File: src/rtl/alarm_mode_controller.sv
// Alarm clock mode sequencer: clock / adjust / commit / ringing / snooze.
// Owns the ring, snooze and adjust-inactivity timers.
module alarm_mode_controller #(
   parameter int RING_SEC        = 60,
   parameter int SNOOZE_SEC      = 300,
   parameter int SNOOZE_MAX      = 3,
   parameter int ADJ_TIMEOUT_SEC = 30
) (
   input  logic       clk,
   input  logic       RESET,
   input  logic       tick_1hz,
   input  logic       eB1,
   input  logic       eB2,
   input  logic       eB3,
   input  logic       eB4,
   input  logic       alarm_on,
   input  logic       alarm_match,
   output logic       adj_en,
   output logic       commit,
   output logic       buzzer,
   output logic       alarm_led,
   output logic [1:0] disp_sel,
   output logic [2:0] state,
   output logic [1:0] snooze_cnt
);

   localparam int M1 =
      (RING_SEC > SNOOZE_SEC) ? RING_SEC : SNOOZE_SEC;
   localparam int MAXV =
      (M1 > ADJ_TIMEOUT_SEC) ? M1 : ADJ_TIMEOUT_SEC;
   localparam int TW = $clog2(MAXV + 1);

   localparam logic [TW-1:0] RING_T = TW'(RING_SEC);
   localparam logic [TW-1:0] SNZ_T  = TW'(SNOOZE_SEC);
   localparam logic [TW-1:0] ADJ_T  = TW'(ADJ_TIMEOUT_SEC);
   localparam logic [TW-1:0] ONE_T  = TW'(1);
   localparam logic [1:0]    SMAX   = 2'(SNOOZE_MAX);

   typedef enum logic [2:0] {
      S_CLOCK  = 3'd0,
      S_ADJUST = 3'd1,
      S_COMMIT = 3'd2,
      S_RING   = 3'd3,
      S_SNOOZE = 3'd4
   } state_t;

   state_t          state_q, state_d;
   logic            match_q;
   logic [TW-1:0]   ring_q, ring_d;
   logic [TW-1:0]   snz_q, snz_d;
   logic [TW-1:0]   adj_q, adj_d;
   logic [1:0]      scnt_q, scnt_d;
   logic            led_d;
   logic [1:0]      disp_d;
   logic            trig;
   logic [TW-1:0]   ring_inc, adj_inc;

   always_comb begin
      trig     = alarm_on & alarm_match & ~match_q;
      ring_inc = (ring_q == '1) ? ring_q : ring_q + ONE_T;
      adj_inc  = (adj_q == '1) ? adj_q : adj_q + ONE_T;
      state_d  = state_q;
      ring_d   = ring_q;
      snz_d    = snz_q;
      adj_d    = adj_q;
      scnt_d   = scnt_q;
      case (state_q)
         S_CLOCK: begin
            if (trig) begin
               state_d = S_RING;
            end else if (eB1) begin
               state_d = S_ADJUST;
               adj_d   = '0;
            end
         end
         S_ADJUST: begin
            if (eB1) begin
               state_d = S_COMMIT;
            end else if (eB2 | eB3 | eB4) begin
               adj_d = '0;
            end else if (tick_1hz) begin
               adj_d = adj_inc;
               if (adj_inc >= ADJ_T) state_d = S_CLOCK;
            end
         end
         S_COMMIT: state_d = S_CLOCK;
         S_RING: begin
            if (!alarm_on || eB2) begin
               state_d = S_CLOCK;
            end else if (eB3) begin
               if (scnt_q < SMAX) begin
                  state_d = S_SNOOZE;
                  scnt_d  = scnt_q + 2'd1;
                  snz_d   = SNZ_T;
               end else begin
                  state_d = S_CLOCK;
               end
            end else if (tick_1hz) begin
               ring_d = ring_inc;
               if (ring_inc >= RING_T) state_d = S_CLOCK;
            end
         end
         S_SNOOZE: begin
            if (!alarm_on || eB2) begin
               state_d = S_CLOCK;
            end else if (tick_1hz) begin
               if (snz_q <= ONE_T) begin
                  state_d = S_RING;
                  snz_d   = '0;
               end else begin
                  snz_d = snz_q - ONE_T;
               end
            end
         end
         default: state_d = S_CLOCK;
      endcase
      // Every entry into ringing restarts the ring timer.
      if (state_d == S_RING && state_q != S_RING) ring_d = '0;
      if (state_d == S_CLOCK) scnt_d = '0;
      led_d  = 1'b0;
      disp_d = 2'd0;
      case (state_d)
         S_ADJUST, S_COMMIT: disp_d = 2'd1;
         S_RING: begin
            disp_d = 2'd2;
            if (state_q != S_RING) led_d = 1'b1;
            else led_d = tick_1hz ? ~alarm_led : alarm_led;
         end
         S_SNOOZE: begin
            disp_d = 2'd2;
            led_d  = 1'b1;
         end
         default: disp_d = 2'd0;
      endcase
   end

   always_ff @(posedge clk or negedge RESET) begin
      if (!RESET) begin
         state_q   <= S_CLOCK;
         match_q   <= 1'b0;
         ring_q    <= '0;
         snz_q     <= '0;
         adj_q     <= '0;
         scnt_q    <= '0;
         adj_en    <= 1'b0;
         commit    <= 1'b0;
         buzzer    <= 1'b0;
         alarm_led <= 1'b0;
         disp_sel  <= 2'd0;
      end else begin
         state_q   <= state_d;
         match_q   <= alarm_match;
         ring_q    <= ring_d;
         snz_q     <= snz_d;
         adj_q     <= adj_d;
         scnt_q    <= scnt_d;
         adj_en    <= (state_d == S_ADJUST) ||
                      (state_d == S_COMMIT);
         commit    <= (state_d == S_COMMIT);
         buzzer    <= (state_d == S_RING);
         alarm_led <= led_d;
         disp_sel  <= disp_d;
      end
   end

   assign state      = state_q;
   assign snooze_cnt = scnt_q;

endmodule

File: config.mk
export PLATFORM = sky130hd
export DESIGN_NAME = alarm_mode_controller
export DESIGN_NICKNAME = d
export VERILOG_FILES = /design/src/rtl/alarm_mode_controller.sv
export SDC_FILE = /design/constraint.sdc
export NUM_CORES = 1
export LEC_CHECK = 0
export CORE_MARGIN = 1.5
export CORE_UTILIZATION = 52
export CTS_CLUSTER_SIZE = 20
export DETAILED_ROUTE_END_ITERATION = 7
export GPL_ROUTABILITY_DRIVEN = 0
export PLACE_DENSITY = 0.76
export SLEW_MARGIN = 30
export SYNTH_ARGS = -nofsm -noshare
export SYNTH_HDL_FRONTEND = slang
export SYNTH_SLANG_ARGS = --single-unit
File: constraint.sdc
create_clock -name clk -period 2.2 [get_ports clk]
set_clock_uncertainty 0.1 [all_clocks]
set_input_delay 0.66 -clock clk [delete_from_list [all_inputs] [get_ports clk]]
set_output_delay 0.66 -clock clk [all_outputs]
set_load 0.05 [all_outputs]
* After elaboration in Yosys (flattened, before gate mapping) *
Index checks and enable logic that the tools add are counted.

operators by class
  equality and inequality tests = 23
  muxes and demuxes = 44
  reductions and logical operators = 19
  bitwise logic cells = 6
  add/subtract/negate cells = 4
  magnitude comparators = 4

operator list
  cell                                                               count
  two-way mux 9 bit                                                  18
  two-way mux 3 bit                                                  14
  case mux 9 bit (2 select lines)                                    2
  adder 9 x 1 -> 9 bit, second input constant                        2
  == test 9 bit, second input constant                               2
  inequality test 2 bit, second input constant                       8
  nonzero test 2 bit                                                 7
  case mux 3 bit (4 select lines)                                    1
  two-way mux 2 bit                                                  5
  == test 3 x 2 -> 1 bit, second input constant                      3
  greater-or-equal comparator 9 x 5 -> 1 bit, second input constant  1
  greater-or-equal comparator 9 x 6 -> 1 bit, second input constant  1
  <= comparator 9 x 1 -> 1 bit, second input constant                1
  subtractor 9 x 1 -> 9 bit, second input constant                   1
  AND reduction 4 bit                                                2
  == test 3 x 1 -> 1 bit, second input constant                      2
  == test 3 bit, second input constant                               2
  logical NOT 3 bit                                                  2
  inequality test 2 x 1 -> 1 bit, second input constant              3
  inequality test 3 x 2 -> 1 bit, second input constant              2
  AND reduction 6 bit                                                1
  AND reduction 5 bit                                                1
  case mux 2 bit (2 select lines)                                    1
  OR reduction 2 bit                                                 2
  11 further kinds                                                   16

word-level totals
  register bits = 39
  input port bits = 9
  word-level logic and storage cells = 111

* Longest topological paths before layout *
Gate-level depths: netlist of run 1.

  word-level depth = 12
  depth in mapped cells = 9
  mapped depth without buffers = 8

* Worst setup path after synthesis of run 1 *
OpenSTA, ideal clock, no wires.

  path kind = reg2reg
  start point = register state_q[0] (netlist: state[0])
  end point = register alarm_led
  data arrival time = 2.134 ns
  cell stages (with the launch flop) = 9
  period minus slack after synthesis = 2.353 ns
  data required time = 1.980 ns
  path slack = -0.153 ns
  library setup time = 0.120 ns
  path through = dfrtp_1 > buf_6 > or3b_1 > buf_2 > nor3_2 > a22oi_1 > o21a_2 > a2111o_1 > and3_1

on the way
  longest elaborated chain between the ends = 7
  elaborated cells between the ends (all ways) = 24
  classes of those cells = 7 x eq/ne; 16 x mux; 1 x reduce/logical

ends and longest elaborated chain
  item                                                                                      line     RTL
  start: declaration                                                                        47       state_t state_q, state_d;
  start signal: assignment                                                                  151      state_q <= state_d;
  two-way mux 3 bit (on tied branches)                                                      100, 83
  two-way mux 3 bit (on tied branches)                                                      98, 81
  two-way mux 3 bit (on tied branches)                                                      90, 79
  two-way mux 3 bit (on tied branches)                                                      88, 77
  case mux 3 bit (4 select lines)                                                           67       case (state_q)
  == test 3 bit / == test 3 x 2 -> 1 bit (equally long branches)                            122      case (state_d)
  case mux 1 bit (2 select lines) / inequality test 3 x 2 -> 1 bit (equally long branches)  n/a
  end signal: assignment                                                                    161      alarm_led <= led_d;
  end: declaration                                                                          21       output logic alarm_led,

Parallel ways exist; a longest one is shown, timed or not.
A chain may end at the register's enable or synchronous reset.

* Final worst setup path of run 1 *
  start point = register ring_q[0]
  end point = register alarm_led

on the way
  longest elaborated chain between the ends = 10
  elaborated cells between the ends (all ways) = 13
  classes of those cells = 1 x add/sub; 1 x order compare; 4 x eq/ne; 7 x mux

ends and longest elaborated chain
  item                                                                                      line  RTL
  start: declaration                                                                        49    logic [TW-1:0] ring_q, ring_d;
  start signal: assignment                                                                  153   ring_q <= ring_d;
  adder 9 x 1 -> 9 bit / == test 9 bit (equally long branches)                              60    ring_inc = (ring_q == '1) ? ring_q : ring_q + ONE_T;
  two-way mux 9 bit *                                                                       60
  greater-or-equal comparator 9 x 6 -> 1 bit *                                              100   if (ring_inc >= RING_T) state_d = S_CLOCK;
  two-way mux 3 bit *                                                                       100
  two-way mux 3 bit *                                                                       98    end else if (tick_1hz) begin
  two-way mux 3 bit *                                                                       90    end else if (eB3) begin
  two-way mux 3 bit *                                                                       88    if (!alarm_on || eB2) begin
  case mux 3 bit (4 select lines) *                                                         67
  == test 3 bit / == test 3 x 2 -> 1 bit (equally long branches)                            122
  case mux 1 bit (2 select lines) / inequality test 3 x 2 -> 1 bit (equally long branches)  n/a

Every way passes the cells marked *; elsewhere a longest branch is shown, timed or not.

==> flow_metrics.py, run 1 <==
metrics = {
    "route": {
        "ant_nets": 0,
        "drtIter0Drc": 132,
        "via_per_inst": 5.86,
        "wl_per_cell_um": 14.7,
        "drt-total-wl_um": 5280,
        "num_vias": 2102,
        "post-route-drc-count": 0,
        "drtPass1Iterations": 4,
    },
    "timing": {
        "drv_slew": 0,
        "final.min_clock_period_ns": 2.14,
        "tightest_slew_ns": 0.652,
        "fmax_mhz": 468,
        "fin_crit_sh_pct": 97.2,
        "maxSlewHeadroom_pct": 56.5,
        "timing.final.hold_violations": 0,
        "setup_violations": 0,
    },
    "yosys": {
        "post_synth_inst_count": 254,
        "synth_edf_count": 0,
        "seq_area_frac_synth_pct": 43.2,
        "netlist.area_leader.share_pct": 43.2,
        "avgSynthCellArea_um2": 8.90,
        "netlist_area_um2": 2260,
        "yosysWarnings": 0,
        "synthTopCellsByArea": "dfrtp_1 (43%), a21oi_1 (4.2%), nor2_1 (3.7%)",
        "synth_ff_type": "dfrtp_1",
        "yosysTopAreaCell": "dfrtp_1",
        "ys_ff_latch": 39,
        "synth.distinct_cells": 53,
        "synth_nets": 268,
        "postSynth.asyncResetShare_pct": 100,
    },
    "global_routing": {
        "grt_max_degree": 29,
        "grt_use_total_pct": 25.5,
        "grt_pass1_wl_um": 8980,
        "grt_antenna_before_repair": 0,
        "overflow": 0,
        "grt_pass1_vias": 1967,
    },
    "cts": {
        "cts_tree": "built",
        "cts_root_buf": "clkbuf_8",
        "clk_path_buf_depth": 2,
        "cts.sinks": 39,
        "insertion_delay_ns": 0.29,
        "ctsHtreeMaxLevel": 2,
        "hold_buffers": 0,
        "cts.reportedPaths.clkPinSlew_ns": 0.08,
        "numCtsBuffers": 5,
    },
    "worst_setup_path": {
        "cp.required_ns": 2.29,
        "crit_slowest_cell": "dfrtp_1",
        "start_kind": "register",
        "crit_path_max_fanout": 3,
        "path_cells": "ha_4 > nand3_2 > o31ai_2 > o2111ai_1 > o21a_2 > a2111o_1 > and3_1",
        "worstSetupPathType": "reg -> reg",
        "worst_path_largest_cell_delay_ns": 0.42,
        "critPathCaptureType": "register",
        "cp.arrival_ns": 2.23,
        "critPathTopFamily": "compound AO/OA/AOI/OAI gates",
        "cp_num_buf_inv": 0,
    },
    "finish": {
        "layout.nets": 322,
        "stdcell_count": 359,
        "syn_to_final_growth_pct": 26.2,
        "final_layout_size_suffix_gt1_share_pct": 24.9,
        "antenna_cells": 0,
        "fillCellCount": 334,
        "regArea_um2": 981,
        "multi_input_area_um2": 1240,
    },
    "power": {
        "fin_total_pwr_mw": 2.50,
        "p_leak_nw": 1.32,
        "ir_worst_vdd_mv": 0.704,
        "p_per_area_nw_per_um2": 877,
    },
    "floorplan": {
        "start_util_pct": 55.3,
        "die_area_um2": 4750,
        "io_pins": 20,
        "chipWidth_um": 68.9,
        "die_h_um": 68.9,
        "row_count": 23,
        "design.core.area_um2": 4090,
    },
    "placement": {
        "dpl.hpwl_um": 3710,
        "placed_cells": 349,
        "port_buffers": 19,
    },
    "outcome": {
        "status": "completed",
    },
    "hold_path": {
        "hp-class": "in -> async",
    },
    "job": {
        "cap_violations": 0,
    },
}
-- worst register-to-register path, stage by stage, from the launching register on --
cell	delay, ns
dfrtp_1	0.42
ha_4	0.18
nand3_2	0.11
o31ai_2	0.31
o2111ai_1	0.15
o21a_2	0.24
a2111o_1	0.35
and3_1	0.18
-- repair_timing --
item,4_1_cts,5_1_grt
gates resized for setup,6,9
buffers inserted,1,1
pin swaps,2,0
endpoints found under the setup margin,13,26
-- synthesized netlist by cell type, types with 6 or more instances --
master / instances
nor2_1: 22
nand3_1: 14
a21oi_1: 19
o21ai_0: 7
and3_1: 6
dfrtp_1: 39
clkbuf_1: 6
o21ai_1: 16
inv_1: 12
a31oi_1: 10
nand2_1: 20
nor3_1: 7
nand2b_1: 7
-- routing by layer --
metal	global-route usage, %	vias up	part of all wire [%]
met5	0	-	0
met3	5.68	11	3.8
li1	-	1042	-
met1	31.6	1002	44
met2	44.1	47	51
met4	8.09	0	1.8
-- final cells by class --
cell class,instances,share of cell area [%]
Clock buffer,7,2.67
Clock inverter,1,0.175
Inverter,13,1.71
Multi-Input combinational cell,193,43.4
Sequential cell,39,34.4
Tap cell,50,2.19
Timing Repair Buffer,56,15.5
-- per-stage QoR --
| stage | instance area (um2) | util, % | hold slack [ns] | worst slack [ns] | setup TNS (ns) |
|---|---|---|---|---|---|
| finish | 2850 | 69.8 | 0.290 | 0.0616 | 0 |
| detailed placement | 2700 | 66.2 | 0.401 | -0.390 | -8.27 |
| global placement | 2700 | 66.2 | 0.394 | -0.320 | -7.16 |
| global route | 2850 | 69.8 | 0.331 | -0.00445 | -0.00445 |
| CTS | 2810 | 68.8 | 0.302 | 0.00643 | 0 |
| floorplan | 2270 | - | 0.264 | -0.0253 | -0.0253 |
-- registers in the layout, summed over array words and instances (netlist names), 2 cells and up --
name and count:
snz_q 9, state 3, disp_sel 2, ring_q 9, adj_q 9, snooze_cnt 2
-- where the power goes --
group | switching (mW) | internal [mW] | leakage, nW
logic | 0.656 | 0.432 | 0.757
registers | 0.103 | 0.838 | 0.518
clock network | 0.251 | 0.223 | 0.0422
-- final timing paths --
| check | slack, ns | to | cells after the start | start |
|---|---|---|---|---|
| setup / recovery | 0.06 | alarm_led | 7 | ring_q[0] |
| hold / removal | 0.29 | snooze_cnt[0] | 1 | RESET |
| setup reg to reg | 0.06 | alarm_led | 7 | ring_q[0] |
| hold reg to reg | 0.41 | snz_q[7] | 2 | snz_q[7] |
| max in group asynchronous | 1.16 | ring_q[4] | 2 | RESET |
| min in group clk | 0.41 | snz_q[7] | 2 | snz_q[7] |
-- cells in the final DEF (no fill, tap or decap), types with 4 or more instances in the layout --
cell type	count
mux2i_1	5
nor2_1	22
nor3_1	7
dfrtp_1	35
and3_1	6
clkbuf_8	5
a21oi_1	19
buf_4	47
nand3_1	13
dfrtp_2	4
nand2b_1	6
o21ai_1	16
inv_1	12
o21ai_0	7
a31oi_1	10
nand2_1	20
-- logic make-up (layout without fill, tap and decap cells) --
logic type	Yosys count	after routing	share of synthesized area, %
AND/OR/NAND/NOR	99	99	23.4
AO/OA/AOI/OAI	78	78	22.1
flip-flops	39	39	43.2
buffers and inverters	22	77	4.09
XOR/XNOR	6	6	2.32
adder cells (fa/ha/maj)	5	5	2.77
multiplexers	5	5	2.21
(Power assumes the default switching activity.)
==> run 2: changes to the inputs <==
--- a/config.mk
+++ b/config.mk
@@ -10,7 +10,7 @@
 export CTS_CLUSTER_SIZE = 20
 export DETAILED_ROUTE_END_ITERATION = 7
 export GPL_ROUTABILITY_DRIVEN = 0
-export PLACE_DENSITY = 0.76
+export PLACE_DENSITY = 0.81
 export SLEW_MARGIN = 30
 export SYNTH_ARGS = -nofsm -noshare
 export SYNTH_HDL_FRONTEND = slang
==> flow_metrics.py, run 2 (synthesis results as in run 1) <==
metrics = {
    "finish": {
        "stdcell_count": 359,
        "final_util_pct": 70.3,
        "layout.nets": 322,
        "antenna_cells": 0,
        "top_regs": "adj_q (9), ring_q (9), snz_q (9)",
        "layout_common_cells": "buf_4 (47), dfrtp_1 (36), nor2_1 (22)",
        "syn_to_final_growth_pct": 27.1,
        "final_common_cell": "buf_4",
        "final_layout_size_suffix_gt1_share_pct": 25.6,
    },
    "placement": {
        "dpl.hpwl_um": 3930,
        "pre_cts_ws_ns": -0.338,
        "placed_cells": 349,
        "port_buffers": 19,
    },
    "worst_setup_path": {
        "crit_path_max_fanout": 3,
        "r2r-end": "snz_q[1]",
        "worst-r2r-cell-count": 5,
        "start_kind": "input port",
        "critPathCaptureType": "register",
        "r2r_start": "state[0]",
        "startpoint": "alarm_match",
        "cp.arrival_ns": 2.22,
        "worstSetupPathType": "in -> reg",
        "r2r_slack_ns": 0.11,
        "cp.required_ns": 2.29,
    },
    "route": {
        "via_per_inst": 5.96,
        "drt-total-wl_um": 5520,
        "num_vias": 2140,
        "ant_nets": 0,
        "drtPass1Iterations": 4,
        "wl_per_cell_um": 15.4,
        "drtIter0Drc": 101,
        "post-route-drc-count": 0,
    },
    "global_routing": {
        "grt_antenna_before_repair": 0,
        "overflow": 0,
        "grt_pass1_wl_um": 9340,
        "grt_max_degree": 17,
        "grt_pass1_vias": 2081,
        "grt_use_total_pct": 26.2,
    },
    "floorplan": {
        "row_count": 23,
        "design.core.area_um2": 4090,
        "io_pins": 20,
        "chipWidth_um": 68.9,
        "die_h_um": 68.9,
        "start_util_pct": 55.3,
        "die_area_um2": 4750,
    },
    "cts": {
        "cts_tree": "built",
        "hold_buffers": 0,
        "insertion_delay_ns": 0.29,
        "numCtsBuffers": 5,
        "cts.reportedPaths.clkPinSlew_ns": 0.07,
        "cts.sinks": 39,
        "ctsHtreeMaxLevel": 2,
        "cts_root_buf": "clkbuf_8",
        "clk_path_buf_depth": 2,
    },
    "timing": {
        "setup_violations": 0,
        "final.min_clock_period_ns": 2.13,
        "fin_ws_ns": 0.0707,
        "fin_crit_sh_pct": 96.8,
        "timing.setup.tns_ns": 0,
        "holdWs_ns": 0.169,
        "fmax_mhz": 470,
        "maxSlewHeadroom_pct": 74.9,
        "tightest_slew_ns": 0.376,
        "timing.final.hold_violations": 0,
        "drv_slew": 0,
    },
    "power": {
        "clock_power_share_pct": 20.8,
        "p_switching_mw": 1.02,
        "p_leak_nw": 1.33,
        "p_per_area_nw_per_um2": 901,
        "ir_worst_vdd_mv": 0.733,
        "p_int_mw": 1.57,
        "p_seq_share_pct": 36.2,
        "power_frac_comb_pct": 43.0,
        "switching_share_pct": 39.4,
    },
    "job": {
        "cap_violations": 0,
    },
    "hold_path": {
        "hp-class": "in -> async",
    },
    "outcome": {
        "status": "completed",
    },
}
[run 2: changes by cell type in the layout (fill, tap and decap cells not counted), sizes merged]
| cell | change |
|---|---|
| clkbuf | +1 |
| dlygate4sd2 | +1 |
| clkinv | -1 |
| dlymetal6s2s | -1 |
[run 2: power by group through the flow]
stage / clock [mW] / sequential (mW) / combinational (mW)
CTS: 0.547 / 0.939 / 1.08
finish: 0.538 / 0.938 / 1.11
global route: 0.570 / 0.955 / 1.21
floorplan: 0 / 1.13 / 0.482
detailed placement: 0 / 0.951 / 1.07
global placement: 0 / 0.946 / 1.05
[run 2: worst max path at each step]
| stage | end | depth (start not counted) | slack [ns] |
|---|---|---|---|
| after floorplan | alarm_led | 8 | -0.03 |
| after global placement | alarm_led | 7 | -0.32 |
| after detailed placement | alarm_led | 7 | -0.34 |
| after CTS | disp_sel[0] | 9 | 0.01 |
| after global routing | snooze_cnt[0] | 8 | -0.02 |
| final | alarm_led | 6 | 0.07 |
[run 2: critical path, stage by stage]
cell and delay (ns):
clkdlybuf4s50_1 0.50, nand3b_1 0.15, nor2_1 0.16, nand2_1 0.11, a2111o_1 0.45, and3_1 0.18
[run 2: layout make-up]
type / instances / area (um2)
Timing Repair Buffer: 56 / 438
Sequential cell: 39 / 980
Clock buffer: 8 / 100
Inverter: 13 / 48.8
Fill cell: 325 / 1210
Multi-Input combinational cell: 193 / 1240
Tap cell: 50 / 62.6
[run 2: per-stage QoR]
step	total power [mW]	instance area, um2
5_1_grt	2.73	2870
3_5_place_dp	2.02	2700
4_1_cts	2.57	2820
3_3_place_gp	1.99	2700
2_1_floorplan	1.61	2270
6_report	2.59	2870
[run 2: metal layers]
metal  GRT usage, %  part of all wire, %  vias to the layer above
li1               -                    -                     1034
met1           31.8                   43                     1046
met2           46.2                   52                       48
met3           5.19                  3.7                       12
met4           8.82                  1.9                        0
met5              0                    0                        -
[run 2: repair_timing]
item	CTS	global route
pin swaps	4	1
setup buffers	1	2
gates cloned	0	0
resized for setup	6	11
endpoints found under the setup margin	12	28
